**src/rtl/vnlp_pkg.sv**
```systemverilog
// Shared widths and loader state encoding for the VNLP memory path.
package vnlp_pkg;

    localparam int unsigned ADDR_W         = 9;
    localparam int unsigned DATA_W         = 10;
    localparam int unsigned SUM_W          = ADDR_W + DATA_W;
    localparam int unsigned VNLP_MEM_DEPTH = 512;

    typedef enum logic [1:0] {
        StIdle,
        StLoad,
        StFlush,
        StDone
    } loader_state_e;

endpackage

```
**src/rtl/vnlp_addr_counter.sv**
```systemverilog
// Loadable address counter with increment enable; wraps modulo 2^Width.
module vnlp_addr_counter #(
    parameter int unsigned Width = 9
) (
    input  logic             clk_i,
    input  logic             rst_i,
    input  logic             load_i,
    input  logic [Width-1:0] load_val_i,
    input  logic             inc_i,
    output logic [Width-1:0] addr_o
);

    logic [Width-1:0] addr_q;

    always_ff @(posedge clk_i) begin
        if (rst_i) begin
            addr_q <= '0;
        end else if (load_i) begin
            addr_q <= load_val_i;
        end else if (inc_i) begin
            addr_q <= addr_q + Width'(1);
        end
    end

    assign addr_o = addr_q;

endmodule

```
**src/rtl/vnlp_mem_loader.sv**
```systemverilog
// Streams Count words into consecutive memory addresses from BaseAdd, keeping a running
// checksum and pulsing Done once the final write has been committed.
module vnlp_mem_loader
    import vnlp_pkg::*;
(
    input  logic              Clk,
    input  logic              Reset,
    input  logic              Start,
    input  logic [ADDR_W-1:0] BaseAdd,
    input  logic [ADDR_W:0]   Count,
    input  logic [DATA_W-1:0] InData,
    input  logic              InValid,
    output logic              InReady,
    output logic [DATA_W-1:0] WriteData,
    output logic [ADDR_W-1:0] WriteAdd,
    output logic              WriteEn,
    output logic              Busy,
    output logic              Done,
    output logic [SUM_W-1:0]  Checksum
);

    loader_state_e     state_q;
    logic [ADDR_W:0]   remaining_q;
    logic [DATA_W-1:0] wdata_q;
    logic [ADDR_W-1:0] wadd_q;
    logic              we_q;
    logic [SUM_W-1:0]  sum_q;
    logic [ADDR_W-1:0] addr;
    logic              start_acc;
    logic              transfer;

    assign start_acc = (state_q == StIdle) && Start;
    assign transfer  = (state_q == StLoad) && InValid;

    vnlp_addr_counter #(
        .Width (ADDR_W)
    ) u_addr_counter (
        .clk_i      (Clk),
        .rst_i      (Reset),
        .load_i     (start_acc),
        .load_val_i (BaseAdd),
        .inc_i      (transfer),
        .addr_o     (addr)
    );

    always_ff @(posedge Clk) begin
        if (Reset) begin
            state_q     <= StIdle;
            remaining_q <= '0;
            wdata_q     <= '0;
            wadd_q      <= '0;
            we_q        <= 1'b0;
            sum_q       <= '0;
        end else begin
            // The write port mirrors the accepted word one cycle later.
            we_q <= transfer;
            if (transfer) begin
                wdata_q     <= InData;
                wadd_q      <= addr;
                sum_q       <= sum_q + SUM_W'(InData);
                remaining_q <= remaining_q - 1'b1;
            end
            unique case (state_q)
                StIdle: begin
                    if (Start) begin
                        remaining_q <= Count;
                        sum_q       <= '0;
                        state_q     <= (Count == '0) ? StDone : StLoad;
                    end
                end
                StLoad: begin
                    if (transfer && (remaining_q == (ADDR_W+1)'(1))) begin
                        state_q <= StFlush;
                    end
                end
                StFlush: state_q <= StDone;
                StDone:  state_q <= StIdle;
                default: state_q <= StIdle;
            endcase
        end
    end

    assign InReady   = (state_q == StLoad);
    assign Busy      = (state_q != StIdle);
    assign Done      = (state_q == StDone);
    assign WriteEn   = we_q;
    assign WriteData = wdata_q;
    assign WriteAdd  = wadd_q;
    assign Checksum  = sum_q;

endmodule

```
**config.mk**
```make
export PLATFORM = sky130hd
export DESIGN_NAME = vnlp_mem_loader
export DESIGN_NICKNAME = d
export VERILOG_FILES = /design/src/rtl/vnlp_pkg.sv /design/src/rtl/vnlp_addr_counter.sv /design/src/rtl/vnlp_mem_loader.sv
export SDC_FILE = /design/constraint.sdc
export NUM_CORES = 1
export LEC_CHECK = 0
export CAP_MARGIN = 30
export CORE_ASPECT_RATIO = 1.75
export CORE_MARGIN = 10
export CORE_UTILIZATION = 54
export DETAILED_ROUTE_END_ITERATION = 6
export MAX_ROUTING_LAYER = met4
export PLACE_DENSITY = 0.84
export SYNTH_ARGS = -nofsm -noshare
export SYNTH_HDL_FRONTEND = slang
export SYNTH_HIERARCHICAL = 1
export SYNTH_SLANG_ARGS = --single-unit
```
**constraint.sdc**
```tcl
create_clock -name Clk -period 5.5 [get_ports Clk]
set_clock_uncertainty 0.2 [all_clocks]
set_input_delay 1.1 -clock Clk [delete_from_list [all_inputs] [get_ports Clk]]
set_output_delay 1.1 -clock Clk [all_outputs]
set_load 0.01 [all_outputs]
```
==> out/qor.yml, run 1 <==
status:
  status: "finished, final reports clean"
synth:
  synthFlopType: "dfxtp_1"
  synthesis.area_mm2: 0.00322
  synth_cell_type_count: 51
  synth.area.top_cells: "dfxtp_1 (37%), nand2_1 (8.0%), ha_1 (7.0%), a21oi_1 (6.8%), a211oi_1 (4.0%)"
  syn_avg_cell_area_um2: 8.11
  postSynthNetCount: 449
  yosysSeqAreaShare_pct: 37.3
  yosysTopAreaCell: "dfxtp_1"
  synth.ff_latch_count: 60
  synth_top_cell_area_share_pct: 37.3
  synth_warnings: 6
  syn_inst: 397
  async_reset_ff_share_pct: 0
  synth-edff-count: 0
clocking:
  cts_tree: "yes"
  clock_path_buffers: 2
  clock-sinks: 60
  clk_pin_slew_ns: 0.08
  root_buffer: "clkbuf_8"
  cts_made_buffers: 9
  cts_setup_buffers: 0
  cts_hold_buffers: 0
  htreeDepth: 3
  cts_resized: 0
  clock_latency_ns: 0.34
grt:
  antenna_found_initial: 0
  grt_max_degree: 47
  grt_first_pass_wirelength_um: 14500
  grt.overflow.total: 0
  grt_usage_pct: 18.8
  first_global_vias: 3139
placed_design:
  postPlaceCellArea_mm2: 0.00400
  dp_hpwl_um: 6360
  place_ws_ns: 1.72
  place_inst: 531
  globalplace.congestion: 0.837
  portBuffers: 74
critical_path:
  crit_fanout: 21
  crit_type: "primary input to flop"
  end_kind: "flop"
  start_kind: "primary input"
  arrival_ns: 3.52
  reg2reg_setup_slack_ns: 2.57
  cp.required_ns: 5.57
timing:
  slew_viol_final: 0
  rsz0062_at_grt: "false"
  tns_ns: 0
  fmax_mhz: 290
  hold_viol: 0
  holdWs_ns: 0.254
  setup_violations: 0
  tightest_slew_ns: 0.853
  postLayoutSetupSlackWorst_ns: 2.05
  fin_crit_ns: 3.45
  slew_headroom_pct: 43.1
  post-route-period-util_pct: 62.8
route:
  drc: 0
  ant_nets: 0
  drt_first_iter_violations: 161
  post_drt_wl_per_cell_um: 16.0
  wirelength_um: 8720
  vias: 3180
  firstDrtPassIters: 4
  via_per_inst: 5.82
floorplanning:
  die_w_um: 78.4
  ioPinCount: 75
  start_util_pct: 55.2
  die-area_mm2: 0.00957
  rows: 37
  core_area_mm2: 0.00583
  die_h_um: 122
cells_and_area:
  design_area_mm2: 0.00418
  final_cell_mix: "clkdlybuf4s50_1 (74), nand2_1 (69), dfxtp_1 (60)"
  drive_above_1_share_pct: 6.62
  nets: 516
  syn2layout_area_growth_pct: 29.7
  fin_cells: 546
  fillers: 490
  antenna_cells: 0
  layout_commonest_cell: "clkdlybuf4s50_1"
power:
  max-vdd-ir-drop_mv: 0.300
  leakage_nw: 1.51
  pwr_density_cell_mw_per_mm2: 356
run:
  max_cap_viol_count: 0
worst_hold_path:
  hold_class: "flop to flop"
==> final timing paths <==
path           startpoint  depth (start not counted)                  endpoint
min reg2reg  WriteData[3]                          2              WriteData[3]
max                 Start                          6  u_addr_counter/addr_o[7]
min          WriteData[3]                          2              WriteData[3]
max reg2reg    state_q[1]                          7  u_addr_counter/addr_o[7]
==> layout make-up <==
| cell class | count | area [um2] | share of cell area (%) |
|---|---|---|---|
| multi-input cells | 306 | 1900 | 45.5 |
| flip-flops and latches | 60 | 1200 | 28.8 |
| repair buffers | 77 | 763 | 18.3 |
| clock buffers | 11 | 151 | 3.63 |
| well taps | 78 | 97.6 | 2.34 |
| inverters | 10 | 37.5 | 0.899 |
| clock inverters | 4 | 25.0 | 0.599 |
==> cells in the mapped netlist (9+ instances only) <==
cell,n
a21oi_1,44
ha_1,18
nand2_1,69
dfxtp_1,60
nor2_1,21
o211ai_1,12
clkbuf_1,18
nor3_1,13
nand3_1,12
a211oi_1,17
o21ai_0,9
==> sequential cells by signal, indices dropped and copies added (netlist names) <==
name / flops
Checksum: 19
WriteAdd: 9
WriteData: 10
WriteEn: 1
remaining_q: 10
state_q: 2
u_addr_counter/addr_o: 9
==> report_power, final <==
| group | switching, W | total [W] | leakage, nW | internal, W |
|---|---|---|---|---|
| clock | 0.000181 | 0.000365 | 0.0872 | 0.000184 |
| sequential | 0.0000713 | 0.000578 | 0.489 | 0.000506 |
| combinational | 0.000304 | 0.000542 | 0.931 | 0.000237 |
| total | 0.000557 | 0.00148 | 1.51 | 0.000928 |
==> metrics by stage <==
stage	utilization [%]	power (W)
after floorplan	-	0.000944
after detailed placement	68.6	0.00113
after global placement	68.6	0.00111
after CTS	71.6	0.00149
final	71.6	0.00148
after global routing	71.6	0.00158
==> worst max-delay path, stage by stage <==
cell             delay, ns
clkdlybuf4s50_1       0.45
nand2_1               0.51
inv_1                 0.34
or3b_1                0.49
or4_1                 0.53
o211ai_1              0.10
==> metal layers <==
layer | track usage, % | share of wire (%)
met2 | 32.6 | 53
met1 | 19.3 | 40
met3 | 5.75 | 5.7
met5 | - | 0
met4 | 6.98 | 1.7
==> kinds of logic (layout without fill, tap and decap cells) <==
family	Yosys count	in the layout	synth area share (%)
compound gates	108	108	21.5
xor+xnor	15	15	4.08
mux	3	3	0.972
buf+inv	31	102	3.69
simple gates	161	161	24.8
fa+ha+maj	19	19	7.62
flops	60	60	37.3
Note: power is estimated with default switching activity, not from simulation.
==> run 2, diff against run 1 <==
--- a/config.mk
+++ b/config.mk
@@ -8,10 +8,10 @@
 export CAP_MARGIN = 30
 export CORE_ASPECT_RATIO = 1.75
 export CORE_MARGIN = 10
-export CORE_UTILIZATION = 54
+export CORE_UTILIZATION = 50
 export DETAILED_ROUTE_END_ITERATION = 6
 export MAX_ROUTING_LAYER = met4
-export PLACE_DENSITY = 0.84
+export PLACE_DENSITY = 0.79
 export SYNTH_ARGS = -nofsm -noshare
 export SYNTH_HDL_FRONTEND = slang
 export SYNTH_HIERARCHICAL = 1
==> constraint.sdc (replaced) <==
create_clock -name Clk -period 3.2 [get_ports Clk]
set_clock_uncertainty 0.2 [all_clocks]
set_input_delay 0.64 -clock Clk [delete_from_list [all_inputs] [get_ports Clk]]
set_output_delay 0.64 -clock Clk [all_outputs]
set_load 0.01 [all_outputs]
==> run 2 against run 1 <==
Effect of this change:
- sequential power grew 71%
- worst hold slack gained 0.0018 ns
- count of clock-buffer cells in the layout grew 4
- via count is the same
- critical path type unchanged
- final area grew 1.3%
- total power grew 75%
==> out/qor.yml, run 2 (synthesis results as in run 1) <==
floorplanning:
  rows: 38
  ioPinCount: 75
  start_util_pct: 51.7
  die_h_um: 126
  die_w_um: 80.7
  core_area_mm2: 0.00623
  die-area_mm2: 0.0102
critical_path:
  crit_path_max_incr_delay_ns: 0.44
  r2r_start: "state_q[1]"
  cp.required_ns: 3.27
  crit_slowest_cell: "fa_1"
  start_kind: "primary input"
  crit_fanout: 9
  critPathBufInv: 1
  r2r_cells: 9
  cp_cell_sequence: "clkdlybuf4s50_1 -> ha_1 -> fa_1 -> a211o_1 -> a21oi_1 -> o21ai_2 -> nand4_1 -> mux2i_1"
  crit_type: "primary input to flop"
  reg2reg_setup_slack_ns: 0.75
  reg2reg_to: "remaining_q[8]"
  cp_top_family: "compound AO/OA/AOI/OAI gates"
  arrival_ns: 2.87
  end_kind: "flop"
cells_and_area:
  layout_commonest_cell: "clkdlybuf4s50_1"
  largest_reg_flops: 19
  drive_above_1_share_pct: 7.37
  design_area_mm2: 0.00423
  fin_cells: 555
  syn2layout_area_growth_pct: 31.3
  final_cell_mix: "clkdlybuf4s50_1 (74), nand2_1 (69), dfxtp_1 (60)"
  nets: 522
  antenna_cells: 0
clocking:
  cts_resized: 0
  clk_pin_slew_ns: 0.06
  cts_tree: "yes"
  clock_path_buffers: 2
  root_buffer: "clkbuf_8"
  cts_hold_buffers: 0
  cts_made_buffers: 9
  clock_latency_ns: 0.33
  cts_setup_buffers: 0
  clock-sinks: 60
  htreeDepth: 3
timing:
  slew_viol_final: 0
  fin_crit_ns: 2.80
  fmax_mhz: 357
  slew_headroom_pct: 51.8
  tightest_slew_ns: 0.723
  rsz0062_at_grt: "false"
  holdWs_ns: 0.256
  hold_viol: 0
  setup_violations: 0
  post-route-period-util_pct: 87.6
  tns_ns: 0
grt:
  grt_first_pass_wirelength_um: 15000
  grt_max_degree: 46
  grt.overflow.total: 0
  first_global_vias: 3226
  antenna_found_initial: 0
  grt_usage_pct: 18.2
route:
  via_per_inst: 5.73
  firstDrtPassIters: 4
  vias: 3180
  wirelength_um: 8920
  post_drt_wl_per_cell_um: 16.1
  drc: 0
  ant_nets: 0
  drt_first_iter_violations: 162
placed_design:
  place_inst: 539
  dp_hpwl_um: 6430
  portBuffers: 74
  postPlaceCellArea_mm2: 0.00405
  globalplace.congestion: 0.866
power:
  power.internal_w: 0.00165
  pwr_density_cell_mw_per_mm2: 614
  p_total_w: 0.00260
  seq_power_share_pct: 38.2
  netSwitchingFraction_pct: 36.3
  p_comb_share_pct: 37.7
  max-vdd-ir-drop_mv: 0.422
  switching_power_w: 0.000941
  leakage_nw: 1.54
  share_clk_of_total_power_pct: 24.0
worst_hold_path:
  hold_depth: 2
  min_from: "WriteAdd[6]"
  min_to: "WriteAdd[6]"
  hold_class: "flop to flop"
run:
  max_cap_viol_count: 0
status:
  status: "finished, final reports clean"
run 2: final cells by class:
cell class              instances  area, um2
repair buffers                 83        808
multi-input cells             306       1900
fillers                       538       2000
well taps                      80        100
inverters                      10       37.5
clock inverters                 1       5.00
flip-flops and latches         60       1200
clock buffers                  15        176
run 2: worst max-delay path by stage:
stage	from	cells past startpoint	end	slack (ns)
finish	InData[0]	8	Checksum[14]	0.40
global route	InData[0]	8	Checksum[14]	0.21
CTS	InData[0]	8	Checksum[14]	0.41
detailed placement	InData[0]	8	Checksum[14]	0.07
global placement	InData[0]	8	Checksum[14]	0.14
floorplan	state_q[1]	9	u_addr_counter/addr_o[7]	0.58
run 2: worst register-to-register path, stage by stage, from the launching register on:
cell      delay, ns
dfxtp_1        0.33
inv_1          0.13
ha_1           0.28
nand2_1        0.13
inv_2          0.07
buf_4          0.41
nand2_1        0.24
nor3_1         0.24
xnor2_1        0.10
a211oi_1       0.23
run 2: power groups by stage:
stage | sequential, W | clock (W) | combinational [W]
4_1_cts | 0.000992 | 0.000636 | 0.000985
5_1_grt | 0.00101 | 0.000673 | 0.00109
3_5_place_dp | 0.00101 | 0 | 0.000976
6_report | 0.000991 | 0.000624 | 0.000980
2_1_floorplan | 0.000995 | 0 | 0.000628
3_3_place_gp | 0.000997 | 0 | 0.000959
run 2: routing by layer:
metal  wire length, um  vias to the layer above  part of all wire (%)  track usage (%)
met5                 0                        -                     0                -
met4               174                        0                   2.0             6.04
met3               524                       16                   5.9             6.13
met2              4600                       74                    52             30.6
met1              3620                     1510                    41             19.4
li1                  -                     1580                     -                -
run 2: metrics by stage:
stage,util [%],setup WS (ns)
2_1_floorplan,-,0.576
3_3_place_gp,65.0,0.135
3_5_place_dp,65.0,0.0743
4_1_cts,67.9,0.408
5_1_grt,67.9,0.215
6_report,67.9,0.396
==> run 3, diff against run 2 <==
--- a/config.mk
+++ b/config.mk
@@ -8,10 +8,10 @@
 export CAP_MARGIN = 30
 export CORE_ASPECT_RATIO = 1.75
 export CORE_MARGIN = 10
-export CORE_UTILIZATION = 50
+export CORE_UTILIZATION = 40
 export DETAILED_ROUTE_END_ITERATION = 6
 export MAX_ROUTING_LAYER = met4
-export PLACE_DENSITY = 0.79
+export PLACE_DENSITY = 0.65
 export SYNTH_ARGS = -nofsm -noshare
 export SYNTH_HDL_FRONTEND = slang
 export SYNTH_HIERARCHICAL = 1
==> run 3 against run 2 <==
Effect of this change:
- maximum frequency fell by 0.45%
- sequential cell count did not move
- via count fell by 0.60%
- register-to-register slack improved by 0.04 ns
- worst hold slack got worse by 0.0019 ns
- critical endpoint unchanged
- largest cell class unchanged
- largest power group unchanged
==> out/qor.yml, run 3 (synthesis results as in run 1) <==
cells_and_area:
  drive_above_1_share_pct: 7.59
  syn2layout_area_growth_pct: 35.1
  multi_input_area_mm2: 0.00190
  fillers: 752
  regArea_mm2: 0.00120
  largest_reg_flops: 19
  design_area_mm2: 0.00435
  nets: 522
  antenna_cells: 0
  final_cell_mix: "clkdlybuf4s50_1 (74), nand2_1 (69), dfxtp_1 (60)"
  layout_commonest_cell: "clkdlybuf4s50_1"
route:
  firstDrtPassIters: 4
  post_drt_wl_per_cell_um: 16.0
  ant_nets: 0
  vias: 3161
  routed.top_layer: "met4"
  via_per_inst: 5.60
  wl_met2_um: 4610
  wirelength_um: 9050
  drc: 0
  route.met3.wl_um: 618
  routedLengthMet1_um: 3650
  drt_first_iter_violations: 125
clocking:
  root_buffer: "clkbuf_16"
  cts_hold_buffers: 0
  cts_tree: "yes"
  cts_resized: 0
  clk_pin_slew_ns: 0.05
  clock_path_buffers: 2
  clock-sinks: 60
  htreeDepth: 3
  cts_setup_buffers: 0
  cts_made_buffers: 9
  clock_latency_ns: 0.34
critical_path:
  crit_fanout: 9
  r2r_start: "state_q[1]"
  arrival_ns: 2.88
  r2r_cells: 9
  end_kind: "flop"
  reg2reg_setup_slack_ns: 0.79
  reg2reg_to: "remaining_q[8]"
  cp.required_ns: 3.26
  crit_type: "primary input to flop"
  endpoint: "Checksum[14]"
  start_kind: "primary input"
  cp-startpoint: "InData[0]"
timing:
  tightest_slew_ns: 0.649
  slew_viol_final: 0
  rsz0062_at_grt: "false"
  setup_violations: 0
  hold_viol: 0
  slew_headroom_pct: 56.7
  fmax_mhz: 355
  fin_crit_ns: 2.82
  postLayoutSetupSlackWorst_ns: 0.384
  post-route-period-util_pct: 88.0
  tns_ns: 0
floorplanning:
  core_area_mm2: 0.00791
  die_w_um: 87.8
  start_util_pct: 40.7
  ioPinCount: 75
  die_h_um: 139
  die-area_mm2: 0.0122
  rows: 43
grt:
  grt_max_degree: 46
  antenna_found_initial: 0
  grt.overflow.total: 0
  grt_first_pass_wirelength_um: 15000
  grt_usage_pct: 15.5
  first_global_vias: 3173
worst_hold_path:
  hold_class: "flop to flop"
  hold_depth: 2
power:
  switching_power_w: 0.000993
  netSwitchingFraction_pct: 34.2
  max-vdd-ir-drop_mv: 0.399
  p_total_w: 0.00290
  share_clk_of_total_power_pct: 31.9
  leakage_nw: 1.59
  seq_power_share_pct: 34.2
  pwr_density_cell_mw_per_mm2: 667
  power.internal_w: 0.00191
  p_comb_share_pct: 33.9
run:
  max_cap_viol_count: 0
placed_design:
  place_ws_ns: 0.0613
  dp_hpwl_um: 6540
  portBuffers: 74
  postPlaceCellArea_mm2: 0.00406
  globalplace.congestion: 0.800
status:
  status: "finished, final reports clean"
## run 3: cell count changes in the layout (fill, tap and decap cells not counted), sizes merged
cell	before	now
clkbuf	15	14
## run 3: cell type report
cell class / instances / share of cell area (%)
inverter: 10 / 0.863
clock inverter: 1 / 0.115
multi-input combinational: 306 / 43.7
clock buffer: 14 / 6.53
tap: 90 / 2.59
timing repair buffer: 83 / 18.6
sequential: 60 / 27.6
## run 3: worst max-delay path: stages
cell and delay (ns):
clkdlybuf4s50_1 0.43, ha_1 0.24, fa_1 0.43, a211o_1 0.33, a21oi_1 0.28, o21ai_2 0.20, nand4_1 0.16, mux2i_1 0.17
## run 3: worst min-delay path by stage
stage	endpoint	slack (ns)	startpoint
floorplan	WriteAdd[8]	0.25	u_addr_counter/addr_o[8]
global placement	WriteData[8]	0.24	WriteData[8]
detailed placement	WriteData[4]	0.25	WriteData[4]
CTS	WriteData[4]	0.26	WriteData[4]
global route	WriteAdd[4]	0.28	WriteAdd[4]
finish	WriteData[1]	0.25	WriteData[1]
## run 3: per-layer routing
metal  track usage [%]  vias up
met3              5.82       15
met1              15.9     1488
met5                 -        -
met4              6.41        0
li1                  -     1580
met2              25.4       78
## run 3: power groups by stage
| stage | Clock, W | Sequential, W | Combinational (W) |
|---|---|---|---|
| final | 0.000925 | 0.000992 | 0.000984 |
| after global placement | 0 | 0.00100 | 0.000972 |
| after global routing | 0.000975 | 0.00101 | 0.00110 |
| after floorplan | 0 | 0.000995 | 0.000628 |
| after detailed placement | 0 | 0.00101 | 0.000982 |
| after CTS | 0.000941 | 0.000993 | 0.000993 |
## run 3: stage by stage
stage               utilization [%]  cells  hold slack, ns
floorplan                         -    397           0.248
global placement               51.3    549           0.242
detailed placement             51.3    549           0.249
CTS                            55.0    564           0.256
global route                   55.0    564           0.279
finish                         55.0    564           0.254
